[src/rtl/tag_sort_pipe_ctrl_if.sv]
// Issue-side bundle between the scheduler front end and the tag sorter issue controller.
interface tag_sort_pipe_ctrl_if #(
    parameter int unsigned NUM_STAGES = 3,
    parameter int unsigned TAG_W      = 12,
    parameter int unsigned CNT_W      = 9
);
    logic                  ins_req;
    logic [TAG_W-1:0]      ins_tag;
    logic                  ins_ack;
    logic                  deq_req;
    logic                  deq_ack;
    logic                  stall;
    logic [1:0]            issue_op;
    logic [TAG_W-1:0]      issue_tag;
    logic [NUM_STAGES-1:0] stage_ena;
    logic [NUM_STAGES-1:0] stage_valid;
    logic                  done_valid;
    logic [1:0]            done_op;
    logic [CNT_W-1:0]      occupancy;
    logic                  full;
    logic                  empty;
    logic                  busy;

    modport master (
        output ins_req, ins_tag, deq_req, stall,
        input  ins_ack, deq_ack, issue_op, issue_tag, stage_ena, stage_valid,
               done_valid, done_op, occupancy, full, empty, busy
    );

    modport slave (
        input  ins_req, ins_tag, deq_req, stall,
        output ins_ack, deq_ack, issue_op, issue_tag, stage_ena, stage_valid,
               done_valid, done_op, occupancy, full, empty, busy
    );
endinterface

[src/rtl/tag_sort_pipe_ctrl.sv]
// Issue controller for the multibit-tree tag sorter: arbitrates insert/dequeue,
// drives stage enables and valid bits, enforces dequeue spacing, tracks occupancy.
module tag_sort_pipe_ctrl #(
    parameter int unsigned NUM_STAGES = 3,
    parameter int unsigned TAG_W      = 12,
    parameter int unsigned DEPTH      = 256,
    parameter int unsigned CNT_W      = 9
) (
    input  logic                 clk,
    input  logic                 rst,
    tag_sort_pipe_ctrl_if.slave  sp
);
    localparam logic [1:0] OP_NONE = 2'b00;
    localparam logic [1:0] OP_INS  = 2'b01;
    localparam logic [1:0] OP_DEQ  = 2'b10;

    typedef enum logic [1:0] {IDLE, RUN, HOLD} state_t;

    state_t                r_state;
    state_t                w_state_nxt;
    logic [NUM_STAGES-1:0] r_valid;
    logic [NUM_STAGES-1:0] r_is_deq;
    logic [NUM_STAGES-1:0] w_valid_nxt;
    logic [NUM_STAGES-1:0] w_is_deq_nxt;
    logic [1:0]            r_issue_op;
    logic [TAG_W-1:0]      r_issue_tag;
    logic [CNT_W-1:0]      r_occ;
    logic [CNT_W-1:0]      w_occ_nxt;
    logic                  r_full;
    logic                  r_empty;
    logic                  r_last_deq;
    logic                  w_hazard;
    logic                  w_ins_ok;
    logic                  w_deq_ok;
    logic                  w_conflict;
    logic                  w_gnt_ins;
    logic                  w_gnt_deq;
    logic                  w_grant;

    // A dequeue must reach the last stage (bitmap updated) before the next may issue
    assign w_hazard   = |(r_valid[NUM_STAGES-2:0] & r_is_deq[NUM_STAGES-2:0]);
    assign w_ins_ok   = sp.ins_req & ~r_full & ~sp.stall;
    assign w_deq_ok   = sp.deq_req & ~r_empty & ~sp.stall & ~w_hazard;
    assign w_conflict = w_ins_ok & w_deq_ok;
    assign w_gnt_ins  = w_ins_ok & (~w_deq_ok | r_last_deq);
    assign w_gnt_deq  = w_deq_ok & (~w_ins_ok | ~r_last_deq);
    assign w_grant    = w_gnt_ins | w_gnt_deq;

    assign w_valid_nxt  = sp.stall ? r_valid  : {r_valid[NUM_STAGES-2:0], w_grant};
    assign w_is_deq_nxt = sp.stall ? r_is_deq : {r_is_deq[NUM_STAGES-2:0], w_gnt_deq};

    always_comb begin
        w_occ_nxt = r_occ;
        if (w_gnt_ins) begin
            w_occ_nxt = r_occ + CNT_W'(1);
        end else if (w_gnt_deq) begin
            w_occ_nxt = r_occ - CNT_W'(1);
        end
    end

    // RUN drops to IDLE as soon as the pipe will be empty after this edge
    always_comb begin
        w_state_nxt = r_state;
        case (r_state)
            IDLE: if (w_grant) w_state_nxt = RUN;
            RUN: begin
                if (sp.stall) begin
                    w_state_nxt = HOLD;
                end else if (w_valid_nxt == '0) begin
                    w_state_nxt = IDLE;
                end
            end
            HOLD: if (!sp.stall) w_state_nxt = RUN;
            default: w_state_nxt = IDLE;
        endcase
    end

    always_ff @(posedge clk or posedge rst) begin
        if (rst) begin
            r_state     <= IDLE;
            r_valid     <= '0;
            r_is_deq    <= '0;
            r_issue_op  <= OP_NONE;
            r_issue_tag <= '0;
            r_occ       <= '0;
            r_full      <= 1'b0;
            r_empty     <= 1'b1;
            r_last_deq  <= 1'b1;
        end else begin
            r_state     <= w_state_nxt;
            r_valid     <= w_valid_nxt;
            r_is_deq    <= w_is_deq_nxt;
            r_issue_op  <= w_gnt_ins ? OP_INS : (w_gnt_deq ? OP_DEQ : OP_NONE);
            r_issue_tag <= w_gnt_ins ? sp.ins_tag : '0;
            r_occ       <= w_occ_nxt;
            r_full      <= (w_occ_nxt == CNT_W'(DEPTH));
            r_empty     <= (w_occ_nxt == '0);
            if (w_conflict) begin
                r_last_deq <= w_gnt_deq;
            end
        end
    end

    assign sp.ins_ack     = w_gnt_ins;
    assign sp.deq_ack     = w_gnt_deq;
    assign sp.issue_op    = r_issue_op;
    assign sp.issue_tag   = r_issue_tag;
    assign sp.stage_ena   = {NUM_STAGES{~sp.stall}};
    assign sp.stage_valid = r_valid;
    assign sp.done_valid  = r_valid[NUM_STAGES-1] & ~sp.stall;
    assign sp.done_op     = r_valid[NUM_STAGES-1] ? (r_is_deq[NUM_STAGES-1] ? OP_DEQ : OP_INS) : OP_NONE;
    assign sp.occupancy   = r_occ;
    assign sp.full        = r_full;
    assign sp.empty       = r_empty;
    assign sp.busy        = (r_state != IDLE);
endmodule

[src/flat_wrapper.sv]
// flat-port wrapper written by rule: the top's interface ports become plain ports
module tag_sort_pipe_ctrl_flat 
#(
    parameter int unsigned NUM_STAGES = 3,
    parameter int unsigned TAG_W      = 12,
    parameter int unsigned DEPTH      = 256,
    parameter int unsigned CNT_W      = 9
)
  (clk, rst, sp_ins_req, sp_ins_tag, sp_deq_req, sp_stall, sp_ins_ack, sp_deq_ack, sp_issue_op, sp_issue_tag, sp_stage_ena, sp_stage_valid, sp_done_valid, sp_done_op, sp_occupancy, sp_full, sp_empty, sp_busy);
  tag_sort_pipe_ctrl_if #(.NUM_STAGES(NUM_STAGES), .TAG_W(TAG_W), .CNT_W(CNT_W)) sp_i ();
  input  logic clk;
  input  logic rst;
  input wire logic [$bits(sp_i.ins_req)-1:0] sp_ins_req;
  input wire logic [$bits(sp_i.ins_tag)-1:0] sp_ins_tag;
  input wire logic [$bits(sp_i.deq_req)-1:0] sp_deq_req;
  input wire logic [$bits(sp_i.stall)-1:0] sp_stall;
  output wire logic [$bits(sp_i.ins_ack)-1:0] sp_ins_ack;
  output wire logic [$bits(sp_i.deq_ack)-1:0] sp_deq_ack;
  output wire logic [$bits(sp_i.issue_op)-1:0] sp_issue_op;
  output wire logic [$bits(sp_i.issue_tag)-1:0] sp_issue_tag;
  output wire logic [$bits(sp_i.stage_ena)-1:0] sp_stage_ena;
  output wire logic [$bits(sp_i.stage_valid)-1:0] sp_stage_valid;
  output wire logic [$bits(sp_i.done_valid)-1:0] sp_done_valid;
  output wire logic [$bits(sp_i.done_op)-1:0] sp_done_op;
  output wire logic [$bits(sp_i.occupancy)-1:0] sp_occupancy;
  output wire logic [$bits(sp_i.full)-1:0] sp_full;
  output wire logic [$bits(sp_i.empty)-1:0] sp_empty;
  output wire logic [$bits(sp_i.busy)-1:0] sp_busy;
  assign sp_i.ins_req = sp_ins_req;
  assign sp_i.ins_tag = sp_ins_tag;
  assign sp_i.deq_req = sp_deq_req;
  assign sp_i.stall = sp_stall;
  assign sp_ins_ack = sp_i.ins_ack;
  assign sp_deq_ack = sp_i.deq_ack;
  assign sp_issue_op = sp_i.issue_op;
  assign sp_issue_tag = sp_i.issue_tag;
  assign sp_stage_ena = sp_i.stage_ena;
  assign sp_stage_valid = sp_i.stage_valid;
  assign sp_done_valid = sp_i.done_valid;
  assign sp_done_op = sp_i.done_op;
  assign sp_occupancy = sp_i.occupancy;
  assign sp_full = sp_i.full;
  assign sp_empty = sp_i.empty;
  assign sp_busy = sp_i.busy;
  tag_sort_pipe_ctrl #(.NUM_STAGES(NUM_STAGES), .TAG_W(TAG_W), .DEPTH(DEPTH), .CNT_W(CNT_W)) u_core (.clk(clk), .rst(rst), .sp(sp_i));
endmodule
[config.mk]
export PLATFORM = sky130hd
export DESIGN_NAME = tag_sort_pipe_ctrl_flat
export DESIGN_NICKNAME = d
export VERILOG_FILES = /design/src/rtl/tag_sort_pipe_ctrl_if.sv /design/src/rtl/tag_sort_pipe_ctrl.sv /design/src/flat_wrapper.sv
export SDC_FILE = /design/constraint.sdc
export NUM_CORES = 1
export LEC_CHECK = 0
export ABC_CLOCK_PERIOD_IN_PS = 3150
export BUFFER_PORTS_ARGS = -buffer_cell sky130_fd_sc_hd__buf_4
export CORE_MARGIN = 3
export CORE_UTILIZATION = 49
export DETAILED_ROUTE_END_ITERATION = 12
export HOLD_SLACK_MARGIN = 0.15
export PLACE_DENSITY = 0.79
export SYNTH_ARGS = -nofsm -noshare
export SYNTH_HDL_FRONTEND = slang
export SYNTH_SLANG_ARGS = --single-unit
[constraint.sdc]
create_clock -name clk -period 3.15 [get_ports clk]
set_input_delay 0.4725 -clock clk [delete_from_list [all_inputs] [get_ports clk]]
set_output_delay 0.4725 -clock clk [all_outputs]
set_load 0.03 [all_outputs]
==> qor.txt, run 1 <==
CP Class - register to register
CTS Root Cell - clkbuf_4
Fin Hold WS - 218 ps
Pwr/cell area - 839 nW/um2
Total CTS buffers - 5
Clk buf depth - 2
Vias per cell - 5.34
Die Span Y - 63.5 um
Net count after synthesis - 163
WP buf/inv - 1
Port buffer count - 53
Number of global-route vias before repair - 1,313
Routed WL - 3.46 mm
Count of pins over their slew limit - 0
Area of the multi-input gates - 701 um2
Register area - 853 um2
CTS tree - yes
Tightest Pin Transition - 409 ps
RSZ-0062 raised after global routing - no
Die width - 63.5 um
Largest delay share family, worst path - simple AND/OR/NAND/NOR gates
Number of cells upsized or downsized after cts - 0
Number of routed nets with antenna violations - 0
Ant diodes - 0
Async S/R FF share, synth - 1.00
Pre-CTS setup slack - 576 ps
Core footprint - 3100 um2
Hold Fails Final Rpt - 0
Slew margin rel. - 0.727
Seq/Total Area, Yosys - 0.526
Largest net degree at the start of global routing - 35
Setup WS post-layout - 671 ps
Max_cap viols - 0
DRC errors left - 0
Final setup violation count - 0
Crit path cell chain - inv_1, ha_1, or3b_1, nor3_2, nor4b_1, nor3_1, or3b_1, nor4_1
Layout Nets - 219
Detail Placement HPWL - 2.72 mm
Warnings from Yosys - 0
Number of synthesized flops with an enable pin - 0
Cells after synthesis - 144
Cell mode on critical path - or3b_1
Post-layout util - 0.689
Max Clock Freq - 0.403 GHz
Average size of a mapped cell - 11.3 um2
WP data arrival - 2720 ps
Area grow syn2layout - 31.8%
Number of DRC markers in iteration 0 - 84
Fin crit period - 2480 ps
Final Cycle Share - 0.787
Commonest cells after routing, fill and taps aside - buf_4, dfrtp_1, and2_1
Share of cells above drive strength 1 - 0.390
Critical Path Slowest Stage Cell - dfrtp_1
Final setup skew - 6.60 ps
Leakage - 1.05 nW
GRT overflow - 0
Max H-tree Level - 2
Synth cell types - 46
GPL Wtd Cong - 0.832
Critical path startpoint category - register
Worst path max stage delay - 480 ps
Die ar. - 4040 um2
Maximum vdd drop - 603 uV
Register bit count reported by yosys - 34
CP Capture Type - register
Starting density of the core - 0.523
Sum of negative setup slack - 0 ps
Filler instances - 254
Outcome - completed
First-pass DRT Iterations - 4
# hold bufs at CTS - 0
DR vias - 1,302
Critical path data required time - 3390 ps
Post-CTS Setup Inserts - 0
Worst-path clk slew - 100 ps
Synth Flop Type - dfrtp_1
Clk_lat worst skew - 330 ps
Worst-path fanout max - 8
Leading cell type in the layout, fill and taps excluded - buf_4
Rows - 20
Worst Hold Class - primary input to asynchronous set/reset pin
Total GRT Usage - 0.188
Synth Cell Area - 1620 um2
I/O pin cnt - 54
Avg WL per Cell - 14.2 um
First-pass GRT wire length - 5.87 mm
Initial antenna violation count - 0
Clock Sink Count - 34
==> sequential cells by signal, indices dropped and copies added, names as in the netlist <==
register and flops:
u_core.sp.issue_tag 12, u_core.r_is_deq 3, u_core.sp.occupancy 9, u_core.sp.issue_op 2, u_core.sp.empty 1, u_core.r_last_deq 1, u_core.r_state 2, u_core.sp.full 1
u_core.sp.stage_valid 3
==> worst paths after layout <==
path	slack (ps)	cells after the start	startpoint	end
setup / recovery	670	8	u_core.sp.occupancy[0]	u_core.sp.full
hold / removal	220	3	rst	u_core.sp.issue_tag[5]
setup reg to reg	670	8	u_core.sp.occupancy[0]	u_core.sp.full
hold reg to reg	540	2	u_core.r_is_deq[0]	u_core.r_is_deq[0]
max in group asynchronous	2610	3	rst	u_core.sp.empty
min in group clk	340	2	sp_ins_tag[0]	u_core.sp.issue_tag[0]
==> per-stage QoR <==
| step | cell area [um2] | total power [W] | instances |
|---|---|---|---|
| 3_3_place_gp | 2060 | 0.00146 | 237 |
| 6_report | 2140 | 0.00179 | 244 |
| 4_1_cts | 2140 | 0.00180 | 244 |
| 3_5_place_dp | 2060 | 0.00148 | 237 |
| 5_1_grt | 2140 | 0.00190 | 244 |
| 2_1_floorplan | 1620 | 0.00121 | 144 |
==> kinds of logic (layout without fill, tap and decap cells) <==
group | after synthesis | in the layout | share of synthesized area
muxes | 6 | 6 | 0.0401
AOI/OAI and AO/OA | 18 | 18 | 0.0857
adders and majority gates | 2 | 2 | 0.0154
DFF | 34 | 34 | 0.526
buffers and inverters | 15 | 71 | 0.0417
and+or+nand+nor | 61 | 61 | 0.248
xor gates and xnor gates | 8 | 8 | 0.0432
==> routing by layer <==
layer  vias to the layer above  routed length, um  global-route usage
met1                       629               1410               0.218
met2                        50               1770               0.326
met4                         0                 53              0.0674
met3                        10                224              0.0588
met5                         -                  0                   0
li1                        613                  -                   -
==> final cells by class <==
class / count / share of cell area
clock buffer: 6 / 0.0240
sequential: 34 / 0.399
inverter: 9 / 0.0158
timing repair buffer: 55 / 0.193
clock inverter: 1 / 0.0141
tap: 44 / 0.0258
multi-input combinational: 95 / 0.328
==> cells in the mapped netlist, types with 2 or more instances <==
cell	count	area, um2
a21oi_1	2	10.0
and2_1	14	87.6
and3_1	4	25.0
and4_1	2	17.5
buf_4	3	22.5
clkbuf_1	3	11.3
dfrtp_1	32	801
dfstp_2	2	52.6
ha_1	2	25.0
inv_1	8	30.0
mux2_2	4	45.0
mux2i_1	2	20.0
nand2_1	7	26.3
nand3_1	3	15.0
nand4_1	3	18.8
nor2_1	2	7.51
nor2b_1	5	31.3
nor3_1	4	20.0
nor4_1	2	12.5
o21ai_0	4	20.0
o21ai_1	2	10.0
or2_2	2	12.5
or3_1	2	12.5
or3b_1	2	17.5
xnor2_1	5	43.8
xor2_1	3	26.3
==> worst register-to-register path: cells and delay by family (launching register included) <==
family	cells	cell delay (ps)
simple gates	6	1650
fa+ha+maj	1	170
flops	1	480
buf+inv	1	90
==> where the power goes <==
part           leakage [nW]  switching [W]  internal, W  total [W]
Clock                0.0443       0.000137     0.000185   0.000322
Sequential            0.430       0.000146     0.000548   0.000694
Combinational         0.576       0.000464     0.000313   0.000778
(Power assumes the default switching activity.)
==> run 2, diff against run 1 <==
Settings changed: ABC_AREA from default to 1, ABC_CLOCK_PERIOD_IN_PS 3150 to 2400, CORE_UTILIZATION 49 to 51, PLACE_DENSITY 0.79 to 0.8.
Clock period 3.15 ns to 2.4 ns, I/O delays scaled along.
==> run 2 against run 1 <==
  * Synthesized cell count grew 59%
  * Worst setup slack lost 450 ps
  * Design area grew 7.8%
  * Cell count grew 35%
  * Largest power group unchanged
  * Sequential share of layout area shrank 2.9 points
  * Critical path depth shrank 1
==> qor.txt, run 2 <==
RSZ-0062 raised after global routing - no (unchanged)
Final setup violation count - 0 (unchanged)
Max Clock Freq - 0.460 GHz
Die ar. - 4280 um2 (was 4040 um2)
Count of pins over their slew limit - 0 (unchanged)
Final Cycle Share - 0.906
Number of routed nets with antenna violations - 0 (unchanged)
Psw - 0.00108 W (was 0.000748 W)
Avg WL per Cell - 12.0 um (was 14.2 um)
Crit Reg-Reg Endpoint - u_core.sp.empty (was u_core.sp.full)
Slew margin rel. - 0.727 (about the same)
Post-synth top area share - 0.445 (was 0.494)
Hold Fails Final Rpt - 0 (unchanged)
Net count after synthesis - 248 (was 163)
Seq/Total Area, Yosys - 0.474 (was 0.526)
Worst path max stage delay - 400 ps (was 480 ps)
Tightest Pin Transition - 410 ps (was 409 ps)
Critical Path Sink - sp_ins_ack (was u_core.sp.full)
Synth cell types - 26 (was 46)
Pre-CTS setup slack - 544 ps (was 576 ps)
Flop pwr share - 0.361 (was 0.387)
RR Startpoint - u_core.sp.empty (was u_core.sp.occupancy[0])
First-pass DRT Iterations - 4 (unchanged)
First-pass GRT wire length - 6.67 mm (was 5.87 mm)
Pwr/cell area - 1040 nW/um2 (was 839 nW/um2)
Clock Sink Count - 34 (unchanged)
Layout Nets - 304 (was 219)
Cells after synthesis - 229 (was 144)
Detail Placement HPWL - 2.98 mm (was 2.72 mm)
Sw frac - 0.451 (was 0.417)
Combinational share of power - 0.459 (was 0.433)
Vias per cell - 4.89 (was 5.34)
WP buf/inv - 3 (was 1)
Die Span Y - 65.4 um (was 63.5 um)
Leading cell type in the layout, fill and taps excluded - buf_4 (unchanged)
Number of DRC markers in iteration 0 - 98 (was 84)
Finished Cell Area - 2300 um2 (was 2140 um2)
Critical path startpoint category - register (unchanged)
Final non-filler cell total - 330 (was 244)
Synth Cell Area - 1800 um2 (was 1620 um2)
I/O pin cnt - 54 (unchanged)
Routed WL - 3.97 mm (was 3.46 mm)
Largest net degree at the start of global routing - 35 (unchanged)
Crit path cell chain - inv_1, nand2_1, nor2_2, nand3_4, nand2_4, inv_1, buf_4 (was inv_1, ha_1, or3b_1, nor3_2, nor4b_1, nor3_1, or3b_1, nor4_1)
Area leader, netlist - dfrtp_1 (unchanged)
Number of global-route vias before repair - 1,494 (was 1,313)
Async S/R FF share, synth - 1.00 (unchanged)
Starting density of the core - 0.562 (was 0.523)
Port buffer count - 53 (unchanged)
Die width - 65.4 um (was 63.5 um)
Max FFs per register - 12 (unchanged)
Synth top cells by count - nand2_1, inv_1, nor2_1 (was dfrtp_1, and2_1, inv_1)
Core footprint - 3200 um2 (was 3100 um2)
Register bit count reported by yosys - 34 (unchanged)
Critical path data required time - 2040 ps (was 3390 ps)
Rows - 20 (unchanged)
Most common cell in the netlist - nand2_1 (was dfrtp_1)
Worst Hold Class - primary input to register (was primary input to asynchronous set/reset pin)
Average size of a mapped cell - 7.86 um2 (was 11.3 um2)
Initial antenna violation count - 0 (unchanged)
Synth Flop Type - dfrtp_1 (unchanged)
CP Class - register to primary output (was register to register)
CP Capture Type - primary output (was register)
Placed cells - 321 (was 237)
Warnings from Yosys - 0 (unchanged)
Ant diodes - 0 (unchanged)
Worst-path fanout max - 24 (was 8)
Setup WS post-layout - 225 ps (was 671 ps)
CTS Root Cell - clkbuf_4 (unchanged)
Clk buf depth - 2 (unchanged)
Critical Path Slowest Stage Cell - dfstp_2 (was dfrtp_1)
DR vias - 1,613 (was 1,302)
Top post-synthesis cells by area - dfrtp_1, nand2_1, inv_1 (was dfrtp_1, and2_1, dfstp_2)
GRT overflow - 0 (unchanged)
Share of cells above drive strength 1 - 0.269 (was 0.390)
Critical path depth - 7 (was 8)
Cell mode on critical path - inv_1 (was or3b_1)
Placed Area - 2210 um2 (was 2060 um2)
Worst-path clk slew - 110 ps (was 100 ps)
R2R cell count - 13 (was 8)
Commonest cells after routing, fill and taps aside - buf_4, nand2_1, inv_1 (was buf_4, dfrtp_1, and2_1)
Total GRT Usage - 0.204 (was 0.188)
Reg2reg setup slack - 510 ps (was 670 ps)
Outcome - completed (unchanged)
Maximum vdd drop - 507 uV (was 603 uV)
Final setup skew - 7.00 ps (was 6.60 ps)
Max_cap viols - 0 (unchanged)
DRC errors left - 0 (unchanged)
CTS tree - yes (unchanged)
Setup crit start - u_core.sp.empty (was u_core.sp.occupancy[0])
Clk_lat worst skew - 350 ps (was 330 ps)
Clock share of power - 0.180 (about the same)
Sum of negative setup slack - 0 ps (unchanged)
Filler instances - 252 (was 254)
Number of synthesized flops with an enable pin - 0 (unchanged)
Max H-tree Level - 2 (unchanged)
Fin crit period - 2170 ps
GPL Wtd Cong - 0.896 (was 0.832)
Total CTS buffers - 5 (unchanged)
Largest delay share family, worst path - simple AND/OR/NAND/NOR gates (unchanged)
Power Internal - 0.00131 W (was 0.00105 W)
Number of cells upsized or downsized after cts - 0 (unchanged)
Post-CTS Setup Inserts - 0 (unchanged)
Area grow syn2layout - 27.9% (was 31.8%)
WP data arrival - 1810 ps (was 2720 ps)
Leakage - 1.30 nW (was 1.05 nW)
## run 2: cell count changes after synthesis, moves of 5 or more
cell,delta
and2_1,-14
inv_1,+35
nand2_1,+45
nand3_1,+19
nor2_1,+32
nor2b_1,-5
xor2_1,+5
## run 2: worst min path at each step
stage                  start                     end  depth (start not counted)
4_1_cts        sp_ins_tag[8]  u_core.sp.issue_tag[8]                          3
6_report       sp_ins_tag[4]  u_core.sp.issue_tag[4]                          3
3_3_place_gp             rst  u_core.sp.issue_tag[3]                          3
5_1_grt        sp_ins_tag[4]  u_core.sp.issue_tag[4]                          3
2_1_floorplan  sp_ins_tag[0]  u_core.sp.issue_tag[0]                          2
3_5_place_dp             rst  u_core.sp.issue_tag[3]                          3
## run 2: layout make-up
class | count | area [um2] | area share
clock buffers | 5 | 37.5 | 0.0163
clock inverters | 3 | 45.0 | 0.0196
inverters | 44 | 165 | 0.0717
multi-input cells | 145 | 732 | 0.318
flip-flops and latches | 34 | 853 | 0.370
well taps | 44 | 55.1 | 0.0239
repair buffers | 55 | 415 | 0.180
## run 2: routing by layer
layer  share of wire  up-vias  GRT usage  wire (um)
met5               0        -          0          0
met4           0.017        0     0.0725         66
met3           0.098        9     0.0735        389
met2            0.47       65      0.329       1860
met1            0.42      739      0.252       1650
li1                -      800          -          -
## run 2: repair_timing
action                                  4_1_cts  5_1_grt
endpoints found under the hold margin        32        0
endpoints found under the setup margin        0        0
hold buffers                                  1        0
## run 2: kinds of logic (layout without fill, tap and decap cells)
kind of cell | after synthesis | in the layout | synth area share
buf+inv | 50 | 107 | 0.120
compound gates | 15 | 15 | 0.0521
simple gates | 119 | 119 | 0.297
xor+xnor | 9 | 9 | 0.0438
fa+ha+maj | 2 | 2 | 0.0139
flops | 34 | 34 | 0.474
## run 2: worst min-delay path, stage by stage
cell	delay, ps
buf_4	100
inv_1	40
nor2_1	30
## run 2: metrics by stage
stage          power, W  hold slack, ps  utilization
4_1_cts         0.00240             200        0.719
2_1_floorplan   0.00162             466            -
3_5_place_dp    0.00196             482        0.690
3_3_place_gp    0.00194             475        0.690
5_1_grt         0.00256             204        0.719
6_report        0.00240             216        0.719
## run 2: power groups by stage
| stage | clock (W) | sequential, W | combinational, W |
|---|---|---|---|
| after floorplan | 0 | 0.00101 | 0.000613 |
| after global placement | 0 | 0.000866 | 0.00108 |
| after detailed placement | 0 | 0.000870 | 0.00109 |
| after CTS | 0.000444 | 0.000859 | 0.00110 |
| after global routing | 0.000463 | 0.000883 | 0.00122 |
| final | 0.000432 | 0.000864 | 0.00110 |
